**src/rtl/button_conditioner.sv**
```systemverilog
// -----------------------------------------------------------------------------
// button_conditioner
//
// Conditions NUM_CH raw push-button inputs into clean, clk-synchronous events.
// Each channel is handled by its own independent slice:
//   1. A SYNC_STAGES-deep flop chain brings the asynchronous level into the
//      clk domain.
//   2. A debounce counter accepts a level change only after the synchronized
//      input has disagreed with the accepted level for DEBOUNCE_CYCLES
//      consecutive cycles.
//   3. Edge detection produces one-cycle press / release pulses.
//   4. A small hold state machine produces a one-cycle hold pulse after
//      HOLD_CYCLES of continuous press, then every REPEAT_CYCLES after that
//      (REPEAT_CYCLES = 0 gives a single hold pulse per press).
//
// Parameters
//   NUM_CH          number of channels (1..16)
//   SYNC_STAGES     synchronizer depth (2..4)
//   DEBOUNCE_CYCLES stable cycles needed to accept a change (>= 1)
//   HOLD_CYCLES     press duration before the first hold pulse (>= 1)
//   REPEAT_CYCLES   spacing of auto-repeat hold pulses, 0 = no repeat
//
// Ports
//   clk          system clock, rising edge
//   reset        asynchronous, active-high reset
//   btn_in       raw button levels, 1 = pressed
//   btn_level    debounced level (registered)
//   btn_press    one-cycle pulse when btn_level rises
//   btn_release  one-cycle pulse when btn_level falls
//   btn_hold     one-cycle pulse on long press and on each repeat interval
// -----------------------------------------------------------------------------
module button_conditioner #(
  parameter int NUM_CH          = 5,
  parameter int SYNC_STAGES     = 2,
  parameter int DEBOUNCE_CYCLES = 100000,
  parameter int HOLD_CYCLES     = 100000000,
  parameter int REPEAT_CYCLES   = 25000000
) (
  input  logic              clk,
  input  logic              reset,
  input  logic [NUM_CH-1:0] btn_in,
  output logic [NUM_CH-1:0] btn_level,
  output logic [NUM_CH-1:0] btn_press,
  output logic [NUM_CH-1:0] btn_release,
  output logic [NUM_CH-1:0] btn_hold
);

  // ---------------------------------------------------------------------------
  // Elaboration-time parameter sanity checks
  // ---------------------------------------------------------------------------
  if (NUM_CH < 1 || NUM_CH > 16) begin : g_bad_num_ch
    $error("button_conditioner: NUM_CH must be in 1..16");
  end
  if (SYNC_STAGES < 2 || SYNC_STAGES > 4) begin : g_bad_sync
    $error("button_conditioner: SYNC_STAGES must be in 2..4");
  end
  if (DEBOUNCE_CYCLES < 1) begin : g_bad_debounce
    $error("button_conditioner: DEBOUNCE_CYCLES must be >= 1");
  end
  if (HOLD_CYCLES < 1) begin : g_bad_hold
    $error("button_conditioner: HOLD_CYCLES must be >= 1");
  end
  if (REPEAT_CYCLES < 0) begin : g_bad_repeat
    $error("button_conditioner: REPEAT_CYCLES must be >= 0");
  end

  // ---------------------------------------------------------------------------
  // Counter sizing. Counters only ever hold 0..terminal-1 (they clear instead
  // of reaching the terminal value), so $clog2(terminal) bits are enough;
  // a floor of one bit keeps the degenerate terminal = 1 case legal.
  // ---------------------------------------------------------------------------
  localparam int DB_W = (DEBOUNCE_CYCLES > 1) ? $clog2(DEBOUNCE_CYCLES) : 1;

  // The hold counter is shared between the initial hold wait and the repeat
  // interval, so it is sized for the larger of the two.
  localparam int HC_MAX = (HOLD_CYCLES > REPEAT_CYCLES) ? HOLD_CYCLES : REPEAT_CYCLES;
  localparam int HC_W   = (HC_MAX > 1) ? $clog2(HC_MAX) : 1;

  // Terminal compare values (last count before the event fires).
  localparam logic [DB_W-1:0] DB_TERM   = DB_W'(DEBOUNCE_CYCLES - 1);
  localparam logic [HC_W-1:0] HOLD_TERM = HC_W'(HOLD_CYCLES - 1);
  localparam logic [HC_W-1:0] REP_TERM  = HC_W'((REPEAT_CYCLES > 0) ? (REPEAT_CYCLES - 1) : 0);
  localparam bit              REP_EN    = (REPEAT_CYCLES > 0);

  localparam logic [DB_W-1:0] DB_ONE = DB_W'(1);
  localparam logic [HC_W-1:0] HC_ONE = HC_W'(1);

  typedef enum logic [1:0] {
    IDLE      = 2'd0,
    WAIT_HOLD = 2'd1,
    REPEAT    = 2'd2
  } hold_state_t;

  // ---------------------------------------------------------------------------
  // Per-channel slices
  // ---------------------------------------------------------------------------
  genvar gi;
  generate
    for (gi = 0; gi < NUM_CH; gi++) begin : g_ch

      logic [SYNC_STAGES-1:0] sync_reg;
      logic [DB_W-1:0]        db_cnt_reg;
      logic                   level_reg;
      logic                   press_reg;
      logic                   release_reg;
      logic                   hold_reg;
      logic [HC_W-1:0]        hold_cnt_reg;
      hold_state_t            state_reg;

      logic                   sync_bit;
      logic                   differ;
      logic                   db_done;
      logic                   level_next;

      assign sync_bit = sync_reg[SYNC_STAGES-1];
      assign differ   = sync_bit ^ level_reg;
      // Accept the new level on the edge where the counter would otherwise
      // step past its terminal value.
      assign db_done    = differ && (db_cnt_reg == DB_TERM);
      assign level_next = db_done ? sync_bit : level_reg;

      // -----------------------------------------------------------------------
      // Synchronizer, debounce and edge pulses
      // -----------------------------------------------------------------------
      always_ff @(posedge clk or posedge reset) begin
        if (reset) begin
          sync_reg    <= '0;
          db_cnt_reg  <= '0;
          level_reg   <= 1'b0;
          press_reg   <= 1'b0;
          release_reg <= 1'b0;
        end else begin
          sync_reg <= {sync_reg[SYNC_STAGES-2:0], btn_in[gi]};

          // Any agreeing cycle restarts the stability window; acceptance
          // also restarts it so the next change needs a full window again.
          if (!differ || db_done) begin
            db_cnt_reg <= '0;
          end else begin
            db_cnt_reg <= db_cnt_reg + DB_ONE;
          end

          level_reg   <= level_next;
          press_reg   <= level_next & ~level_reg;
          release_reg <= ~level_next & level_reg;
        end
      end

      // -----------------------------------------------------------------------
      // Hold / auto-repeat state machine.
      // Decisions look at level_next so that a release landing on the same
      // edge as a hold terminal count wins: the channel drops to IDLE and no
      // hold pulse is emitted alongside the release pulse.
      // -----------------------------------------------------------------------
      always_ff @(posedge clk or posedge reset) begin
        if (reset) begin
          state_reg    <= IDLE;
          hold_cnt_reg <= '0;
          hold_reg     <= 1'b0;
        end else begin
          hold_reg <= 1'b0;
          case (state_reg)
            IDLE: begin
              hold_cnt_reg <= '0;
              if (level_next) begin
                state_reg <= WAIT_HOLD;
              end
            end

            WAIT_HOLD: begin
              if (!level_next) begin
                state_reg    <= IDLE;
                hold_cnt_reg <= '0;
              end else if (hold_cnt_reg == HOLD_TERM) begin
                state_reg    <= REPEAT;
                hold_cnt_reg <= '0;
                hold_reg     <= 1'b1;
              end else begin
                hold_cnt_reg <= hold_cnt_reg + HC_ONE;
              end
            end

            REPEAT: begin
              if (!level_next) begin
                state_reg    <= IDLE;
                hold_cnt_reg <= '0;
              end else if (!REP_EN) begin
                // Repeat disabled: park here silently until release.
                hold_cnt_reg <= '0;
              end else if (hold_cnt_reg == REP_TERM) begin
                hold_cnt_reg <= '0;
                hold_reg     <= 1'b1;
              end else begin
                hold_cnt_reg <= hold_cnt_reg + HC_ONE;
              end
            end

            default: begin
              state_reg    <= IDLE;
              hold_cnt_reg <= '0;
            end
          endcase
        end
      end

      assign btn_level[gi]   = level_reg;
      assign btn_press[gi]   = press_reg;
      assign btn_release[gi] = release_reg;
      assign btn_hold[gi]    = hold_reg;

    end
  endgenerate

endmodule

```
**config.mk**
```make
export PLATFORM = sky130hd
export DESIGN_NAME = button_conditioner
export DESIGN_NICKNAME = d
export VERILOG_FILES = /design/src/rtl/button_conditioner.sv
export SDC_FILE = /design/constraint.sdc
export NUM_CORES = 1
export LEC_CHECK = 0
export CAP_MARGIN = 20
export CORE_ASPECT_RATIO = 1.4
export CORE_UTILIZATION = 60
export DETAILED_ROUTE_END_ITERATION = 7
export HOLD_SLACK_MARGIN = 0.15
export PLACE_DENSITY = 0.78
export SYNTH_ARGS = -nofsm -noshare
export SYNTH_HDL_FRONTEND = slang
export SYNTH_SLANG_ARGS = --single-unit
```
**constraint.sdc**
```tcl
create_clock -name clk -period 19 [get_ports clk]
set_input_delay 3.8 -clock clk [delete_from_list [all_inputs] [get_ports clk]]
set_output_delay 3.8 -clock clk [all_outputs]
set_load 0.02 [all_outputs]
```
# ---- Yosys cells after proc, flatten, opt, wreduce, memory -nomap -nowiden
# Index checks and enable logic that the tools add are counted.
dict set report word_totals {
  ff_bits 260
  wordCells 225
  output_inout_bits 20
}
dict set report classes {
  n_eq_ne 40
  reduce_logical 25
  bitwise 25
  add_sub_neg 10
  n_mux 85
}
# op count
set op_table {}
lappend op_table {{$mux 27} 20}
lappend op_table {{$pmux 27 s2} 5}
lappend op_table {{$add 27x1->27 const B} 5}
lappend op_table {{$eq 27x25->1 const B} 5}
lappend op_table {{$eq 27x27->1 const B} 5}
lappend op_table {{$add 17x1->17 const B} 5}
lappend op_table {{$eq 17x17->1 const B} 5}
lappend op_table {{$mux 17} 5}
lappend op_table {{$mux 2} 20}
lappend op_table {{$pmux 2 s3} 5}
lappend op_table {{$mux 1} 25}
lappend op_table {{$ne 2x2->1 const B} 10}
lappend op_table {{$ne 3x3->1 const B} 5}
lappend op_table {{$reduce_and 3->1} 5}
lappend op_table {{$and 1x1->1} 10}
lappend op_table {{$eq 2x1->1 const B} 5}
lappend op_table {{$eq 2x2->1 const B} 5}
lappend op_table {{$logic_not 2->1} 5}
lappend op_table {{$not 1->1} 10}
lappend op_table {{$pmux 1 s2} 5}
lappend op_table {{$logic_and 1x1->1} 5}
lappend op_table {{$logic_not 1->1} 5}
lappend op_table {{$logic_or 1x1->1} 5}
lappend op_table {{$xor 1x1->1} 5}

# ---- Logic depth before layout (Yosys ltp)
# Gate-level depths: netlist of the first run.
dict set report depth {
  depth_word 5
  ltp_mapped 9
}

# ---- Worst setup path before layout of the first run
# Ideal clock, no wire load.
dict set report synth_timing {
  path_type {reg-to-output}
  startpoint {register g_ch[4].level_reg}
  endpoint {output btn_level[4]}
  path_stages_with_launch 2
  n_path_buf 1
  slack_ns 14.646
  t_arrival_ns 0.554
  path_cell_list {dfrtp_1 buf_4}
}
# item line
set synth_rtl {}
lappend synth_rtl {{start: declaration} 103} ;# logic level_reg;
lappend synth_rtl {{start signal: assignment} 143} ;# level_reg <= level_next;
lappend synth_rtl {{end: declaration} 42} ;# output logic [NUM_CH-1:0] btn_level,
# No word-level cell between the ends.

# ---- Worst setup path after layout of the first run
dict set report layout_timing {
  startpoint {register g_ch[0].level_reg}
  endpoint {output btn_level[0]}
}
# item line
set layout_rtl {}
lappend layout_rtl {{start: declaration} 103}
lappend layout_rtl {{start signal: assignment} 143}
# No word-level cell between the ends.

==> results of run 1 <==
-- report_power, final --
part           total (mW)  internal (mW)  switching, mW
sequential          0.561          0.557        0.00385
clock               0.521          0.317          0.205
combinational      0.0200        0.00490         0.0151
-- per-layer routing --
layer | wire length [µm] | vias to the layer above | global-route usage
li1 | - | 4564 | -
met1 | 10300 | 4647 | 0.270
met2 | 12700 | 119 | 0.419
met3 | 604 | 41 | 0.0276
met4 | 519 | 0 | 0.0723
met5 | 0 | - | 0
-- cell type report --
type	count	area (µm²)	share of cell area
Inverter	37	146	0.0103
Clock inverter	5	75.1	0.00526
Sequential cell	260	6510	0.456
Antenna cell	1	2.50	0.000175
Tap cell	260	325	0.0228
Clock buffer	41	808	0.0566
Multi-Input combinational cell	975	6070	0.425
Timing Repair Buffer	32	350	0.0245
-- placed cells by master (no fill, tap or decap), types with 3 or more instances in the layout --
cell type	instances
xnor2_1	102
nor3b_1	14
nand4_1	56
o31a_1	5
a211oi_1	3
nand2_1	88
o21ai_0	7
clkbuf_8	8
nand4bb_1	4
nor3_1	39
nor2b_1	7
clkinv_2	3
or3_1	11
inv_1	36
nor4b_1	12
ha_1	25
mux2i_1	4
or4_1	11
a21oi_1	15
o41ai_1	5
and3_1	32
clkbuf_16	27
nor2_1	244
and2_1	6
and4_1	17
clkbuf_1	6
nor4_1	30
nand3_1	85
or2_2	10
and4b_1	3
mux2_2	5
nor4bb_1	8
dfrtp_1	260
o211ai_1	4
clkdlybuf4s50_1	26
xor2_1	98
-- final timing paths --
kind                                               from                        to  slack, ps  cells past startpoint
worst min register to register      g_ch[2].sync_reg[0]       g_ch[2].sync_reg[1]        350                      0
worst max register to register  g_ch[1].hold_cnt_reg[8]   g_ch[1].hold_cnt_reg[8]      16320                      5
min in group asynchronous                         reset   g_ch[4].hold_cnt_reg[0]       3820                      2
worst min-delay path                g_ch[2].sync_reg[0]       g_ch[2].sync_reg[1]        350                      0
max in group asynchronous                         reset  g_ch[3].hold_cnt_reg[13]      13860                      3
worst max-delay path                  g_ch[0].level_reg              btn_level[0]      13580                      1
-- cell families (layout without fill, tap and decap cells) --
logic type,after synthesis,in the layout,synth area share
other,0,1,0
AOI/OAI and AO/OA,55,55,0.0312
and+or+nand+nor,686,686,0.269
muxes,9,9,0.00742
adders and majority gates,25,25,0.0241
DFF,260,260,0.501
xor gates and xnor gates,200,200,0.135
buffers and inverters,83,115,0.0320
==> impl_metrics.toml, run 1 <==
[status]
status = "finished clean"

[floorplanning]
die_x_um = 126
num_rows = 63
core_area_mm2 = 0.0212
start_util = 0.612
dieArea_mm2 = 0.0222
die_y_um = 176
io_pins = 27

[global_routing]
antenna_found_initial = 1
grt_max_degree = 106
grt_first_pass_wirelength_um = 41900
grt_pass1_vias = 9343
overflow = 0
grt_usage = 0.226

[timing]
fin_crit_ps = 5420
fin_worst_skew_ps = 9.32
fmax_ghz = 0.185
tightest_slew_ps = 970
drv_slew = 0
whs_ps = 349
fin_ws_ps = 13580
maxSlewHeadroom = 0.353
final.period_utilization = 0.285
hold_viol = 0
rsz0062_at_grt = "no"
tns_ps = 0
setup_viol = 0

[cells_and_area]
fillCellCount = 1658
area_growth_pct = 9.95
fin_cells = 1611
largest_reg_flops = 135
drive_above_1_share = 0.0511
final_core_util = 0.673
nets = 1364
finalInstanceArea_mm2 = 0.0143

[routing]
via_per_inst = 5.82
ant_nets = 0
vias = 9371
avgRoutedWirePerCell_um = 14.9
drt-initial-drc-count = 484
drc = 0
routed_wl_um = 24100
firstDrtPassIters = 5

[worst_setup_path]
cpMaxStageDelayCell = "clkdlybuf4s50_1"
endpoint_kind = "primary output"
start_kind = "flop"
crit_chain = "clkdlybuf4s50_1"
crit_family = "buffers and inverters"
cp.arrival_ps = 1620
path_class = "flop to primary output"
slowest_delay_ps = 650
critPathRequiredTime_ps = 15200
crit_fanout = 5
cp_num_buf_inv = 1

[pwr]
max-vdd-ir-drop_v = 0.0000652
power.leakage_nw = 5.64
power_density_mw_per_mm2 = 77.2
total_power_mw = 1.10

[placement]
portBuffers = 26
place_ws_ps = 12970
gp_congestion = 0.847
place_inst = 1561
dpl.hpwl_um = 16300
dpl_cell_area_mm2 = 0.0133

[synth]
synth_nets = 1350
syn-mean-instance-area_um2 = 9.85
syn_inst = 1318
synth_top_area_frac = 0.501
synth_edf_count = 0
synth_common_cells = "dfrtp_1, nor2_1, xnor2_1"
synthTopCellsByArea = "dfrtp_1, nor2_1, xnor2_1, xor2_1, nand3_1"
synth_area_mm2 = 0.0130
yosys.area.top_type = "dfrtp_1"
ys_seq_area_frac = 0.501
synth_ff_type = "dfrtp_1"
ys_seq_elements = 260
yosysWarningCount = 0
synthArstFlopShare = 1.00
synth_most_common_cell = "dfrtp_1"
ys_types = 56

[clocking]
clk_path_buf_depth = 3
clock_latency_ps = 530
cts_setup_buffers = 0
ctsHtreeMaxLevel = 1
cts.sinks = 260
numCtsBuffers = 26
root_buffer = "clkbuf_16"
clk_pin_slew_ps = 60
postCtsHoldBufs = 0
cts_resized = 0
tritoncts = "built"

[flow_run]
cap_violations = 0

[hold_path]
holdCritPathClass = "flop to flop"
Power figures use the tool's default switching activity.
==> inputs of run 2 (changes only) <==
- clock period: 19 -> 5.5 ns (I/O delays scaled with it)
==> run 2 against run 1 <==
  * Via count down 0.53%
  * Combinational power increased to 3.5 times the previous value
  * Count of clock-buffer cells in the layout down 7
  * Sequential cell count stayed put
  * Wire length fell by 0.65%
  * Worst setup slack got worse by 11000 ps
  * Clock power rose to 3.8 times the previous value
  * Sequential power rose to 3.5 times the previous value
  * Utilization grew 0.32 points
  * First-iteration DRC count fell by 18%
  * Clock skew rose by 0.52 ps
  * Hold slack stayed put
  * Highest routed layer unchanged
==> impl_metrics.toml, run 2 (synthesized netlist as in run 1, its figures left out) <==
[status]
status = "finished clean"

[worst_setup_path]
crit_chain = "clkdlybuf4s50_1"
crit_family = "buffers and inverters"
path_depth = 1
cp.arrival_ps = 1620
path_class = "flop to primary output"
cpMaxStageDelayCell = "clkdlybuf4s50_1"
rr_worst_depth = 5
slowest_delay_ps = 650
critPathRequiredTime_ps = 4400
cp_num_buf_inv = 1
endpoint_kind = "primary output"
crit_fanout = 5
start_kind = "flop"

[floorplanning]
die_y_um = 176
num_rows = 63
core_area_mm2 = 0.0212
start_util = 0.612
io_pins = 27
die_x_um = 126
dieArea_mm2 = 0.0222

[global_routing]
antenna_found_initial = 0
grt_max_degree = 98
grt_first_pass_wirelength_um = 42500
grt_usage = 0.228
overflow = 0
grt_pass1_vias = 9480

[timing]
hold_viol = 0
final.period_utilization = 0.494
tightest_slew_ps = 949
tns_ps = 0
whs_ps = 349
setup_viol = 0
maxSlewHeadroom = 0.367
rsz0062_at_grt = "no"
fin_worst_skew_ps = 9.84
fmax_ghz = 0.368
fin_crit_ps = 2720
drv_slew = 0

[cells_and_area]
fillCellCount = 1636
mostFrequentLayoutCells = "dfrtp_1, nor2_1, xnor2_1"
final_common_cell = "dfrtp_1"
multiInputGateArea_mm2 = 0.00607
area_growth_pct = 10.5
antenna_cells = 0
final_core_util = 0.677
finalInstanceArea_mm2 = 0.0143
nets = 1365
ff_latch_area_mm2 = 0.00651
drive_above_1_share = 0.0547
largest_reg_flops = 135

[routing]
routed_wl_um = 23900
via_per_inst = 5.78
drt-initial-drc-count = 396
firstDrtPassIters = 5
ant_nets = 0
vias = 9321
drc = 0
avgRoutedWirePerCell_um = 14.8

[hold_path]
holdCritPathClass = "flop to flop"
min_path_cells = 0

[placement]
gp_congestion = 0.839
dpl_cell_area_mm2 = 0.0134
portBuffers = 26
dpl.hpwl_um = 15900

[pwr]
power.leakage_nw = 5.67
total_power_mw = 3.97
power_density_mw_per_mm2 = 277
max-vdd-ir-drop_v = 0.000230

[clocking]
clk_path_buf_depth = 3
postCtsHoldBufs = 0
clk_pin_slew_ps = 60
tritoncts = "built"
cts_setup_buffers = 0
cts_resized = 0
ctsHtreeMaxLevel = 1
numCtsBuffers = 26
clock_latency_ps = 530
root_buffer = "clkbuf_16"
cts.sinks = 260

[flow_run]
cap_violations = 0
## run 2: cell types whose count changed in the layout (fill, tap and decap cells not counted)
cell,change
clkinv_2,+3
buf_12,+2
bufinv_16,+4
clkbuf_8,-5
diode_2,-1
clkinvlp_4,+3
inv_8,-1
buf_8,+1
buf_16,-2
clkbuf_1,-2
## run 2: cell type report
cell class / count / area share
clock buffer: 34 / 0.0510
clock inverter: 14 / 0.0157
inverter: 37 / 0.00994
multi-input combinational: 975 / 0.423
sequential: 260 / 0.453
tap: 260 / 0.0227
timing repair buffer: 33 / 0.0244
## run 2: worst register-to-register path, stage by stage, from the launching register on
cell	delay, ps
dfrtp_1	430
or4b_4	560
or4_4	430
o31a_1	310
o211ai_4	630
nor2_1	130
## run 2: report_power, final
| part | switching [mW] | leakage, nW | internal (mW) | total (mW) |
|---|---|---|---|---|
| sequential | 0.0123 | 3.60 | 1.93 | 1.94 |
| clock | 0.743 | 0.468 | 1.22 | 1.96 |
| combinational | 0.0526 | 1.60 | 0.0177 | 0.0703 |
| total | 0.808 | 5.67 | 3.16 | 3.97 |
## run 2: path summary, 6_finish.rpt
check	startpoint	end	slack, ps
max in group asynchronous	reset	g_ch[1].hold_cnt_reg[23]	3670
setup reg to reg	g_ch[1].hold_cnt_reg[8]	g_ch[1].hold_cnt_reg[3]	2860
setup / recovery	g_ch[0].level_reg	btn_level[0]	2780
hold reg to reg	g_ch[0].sync_reg[0]	g_ch[0].sync_reg[1]	350
min in group asynchronous	reset	g_ch[2].hold_cnt_reg[20]	970
hold / removal	g_ch[0].sync_reg[0]	g_ch[0].sync_reg[1]	350
## run 2: through the flow
step | setup slack [ps] | cells
global route | 2640 | 1613
CTS | 2620 | 1610
detailed placement | 2630 | 1562
global placement | 2730 | 1562
finish | 2780 | 1613
floorplan | 972 | 1318
## run 2: layer usage
| layer | global-route usage | vias up | wire length, µm |
|---|---|---|---|
| met5 | 0 | - | 0 |
| li1 | - | 4571 | - |
| met1 | 0.280 | 4581 | 10300 |
| met3 | 0.0330 | 47 | 757 |
| met2 | 0.412 | 122 | 12400 |
| met4 | 0.0728 | 0 | 519 |
==> inputs of run 3 (changes only) <==
- clock period: 5.5 -> 2.8 ns (I/O delays scaled with it)
==> run 3 against run 2 <==
  * Cell area up 0.44%
  * Via count decreased by 0.23%
  * Sequential share of layout area is 0.20 points lower
  * Worst setup slack got worse by 2400 ps
  * Wire length rose by 1.3%
  * Die area is the same
  * Largest cell class unchanged
  * Largest power group unchanged
==> impl_metrics.toml, run 3 (synthesized netlist as in run 1, its figures left out) <==
[timing]
final.period_utilization = 0.868
maxSlewHeadroom = 0.481
drv_slew = 0
tightest_slew_ps = 773
whs_ps = 348
hold_viol = 0
fin_crit_ps = 2430
fin_worst_skew_ps = 19.4
setup_viol = 0
fin_ws_ps = 369
rsz0062_at_grt = "no"
fmax_ghz = 0.411

[pwr]
power.leakage_nw = 5.70
switching_share = 0.202
p_seq_frac = 0.489
internal_power_mw = 6.21
clock_power_share = 0.492
power_density_mw_per_mm2 = 540
max-vdd-ir-drop_v = 0.000513
p_comb_frac = 0.018
power.switching_mw = 1.57

[worst_setup_path]
crit_chain = "or4b_4, or4_4, o31a_1, o211ai_4, buf_4, nor2_1"
path_class = "flop to flop"
rr_worst_depth = 6
crit_family = "simple AND/OR/NAND/NOR gates"
endpoint_kind = "flop"
slowest_delay_ps = 570
cp_num_buf_inv = 1
critPathRequiredTime_ps = 3200
cpMaxStageDelayCell = "or4b_4"
r2r-start = "g_ch[1].hold_cnt_reg[9]"
cp.arrival_ps = 2830
reg2reg_slack_ps = 370
start_kind = "flop"
crit_fanout = 27
worstReg2RegEnd = "g_ch[1].hold_cnt_reg[19]"

[routing]
drc = 0
via_per_inst = 5.74
drt-initial-drc-count = 460
firstDrtPassIters = 5
vias = 9300
ant_nets = 0
routed_wl_um = 24200
avgRoutedWirePerCell_um = 15.0

[cells_and_area]
final_core_util = 0.680
mostFrequentLayoutCells = "dfrtp_1, nor2_1, xnor2_1"
antenna_cells = 0
nets = 1371
final_common_cell = "dfrtp_1"
fin_cells = 1619
area_growth_pct = 11.0
largest_reg_flops = 135
drive_above_1_share = 0.0589

[placement]
gp_congestion = 0.841
place_ws_ps = 367
place_inst = 1571
portBuffers = 26
dpl.hpwl_um = 16400

[floorplanning]
io_pins = 27
dieArea_mm2 = 0.0222
core_area_mm2 = 0.0212
die_x_um = 126
num_rows = 63
start_util = 0.612
die_y_um = 176

[clocking]
postCtsHoldBufs = 0
numCtsBuffers = 26
clock_latency_ps = 530
cts_setup_buffers = 0
root_buffer = "clkbuf_16"
cts_resized = 0
clk_pin_slew_ps = 60
cts.sinks = 260
ctsHtreeMaxLevel = 1
clk_path_buf_depth = 3
tritoncts = "built"

[status]
status = "finished clean"

[global_routing]
grt_first_pass_wirelength_um = 42400
overflow = 0
grt_pass1_vias = 9391
antenna_found_initial = 0
grt_usage = 0.227
grt_max_degree = 71

[hold_path]
holdCritPathClass = "flop to flop"
min_path_cells = 0
min_to = "g_ch[3].sync_reg[1]"
min_from = "g_ch[3].sync_reg[0]"

[flow_run]
cap_violations = 0
run 3: area by class of cell:
type                    count  area, µm²
repair buffers             39        408
fillers                  1607       6790
inverters                  37        143
clock inverters            11        190
clock buffers              37        773
multi-input cells         975       6070
well taps                 260        325
flip-flops and latches    260       6510
run 3: worst register-to-register path: cells and delay by family, from the launching register on:
kind	cells	cell delay, ps
AND/OR/NAND/NOR	3	1090
AO/OA/AOI/OAI	2	490
flip-flops	1	420
buffers and inverters	1	310
run 3: through the flow:
| step | total power, mW | TNS (ps) | cell area (µm²) |
|---|---|---|---|
| 2_1_floorplan | 3.97 | -308770 | 13000 |
| 4_1_cts | 7.89 | 0 | 14400 |
| 3_5_place_dp | 4.03 | 0 | 13400 |
| 5_1_grt | 8.05 | 0 | 14400 |
| 3_3_place_gp | 4.02 | 0 | 13400 |
| 6_report | 7.78 | 0 | 14400 |
run 3: worst max-delay path by stage:
| stage | startpoint | end | slack, ps | cells past startpoint |
|---|---|---|---|---|
| 2_1_floorplan | reset | g_ch[0].db_cnt_reg[0] | -1190 | 1 |
| 3_3_place_gp | g_ch[1].hold_cnt_reg[9] | g_ch[1].hold_cnt_reg[21] | 430 | 6 |
| 3_5_place_dp | g_ch[1].hold_cnt_reg[9] | g_ch[1].hold_cnt_reg[13] | 370 | 6 |
| 4_1_cts | g_ch[1].hold_cnt_reg[9] | g_ch[1].hold_cnt_reg[17] | 360 | 6 |
| 5_1_grt | g_ch[1].hold_cnt_reg[8] | g_ch[1].hold_cnt_reg[19] | 270 | 6 |
| 6_report | g_ch[1].hold_cnt_reg[9] | g_ch[1].hold_cnt_reg[19] | 370 | 6 |
run 3: power groups by stage:
stage          registers, mW  clock network, mW  logic, mW
5_1_grt                 3.81               4.07      0.170
6_report                3.80               3.83      0.143
3_5_place_dp            3.87                  0      0.150
4_1_cts                 3.80               3.93      0.152
2_1_floorplan           3.87                  0     0.0972
3_3_place_gp            3.87                  0      0.148
run 3: per-layer routing:
metal,share of wire,GRT usage,vias up
met1,0.43,0.279,4531
met4,0.023,0.0763,0
li1,-,-,4574
met3,0.030,0.0318,46
met2,0.52,0.409,149
met5,0,0,-
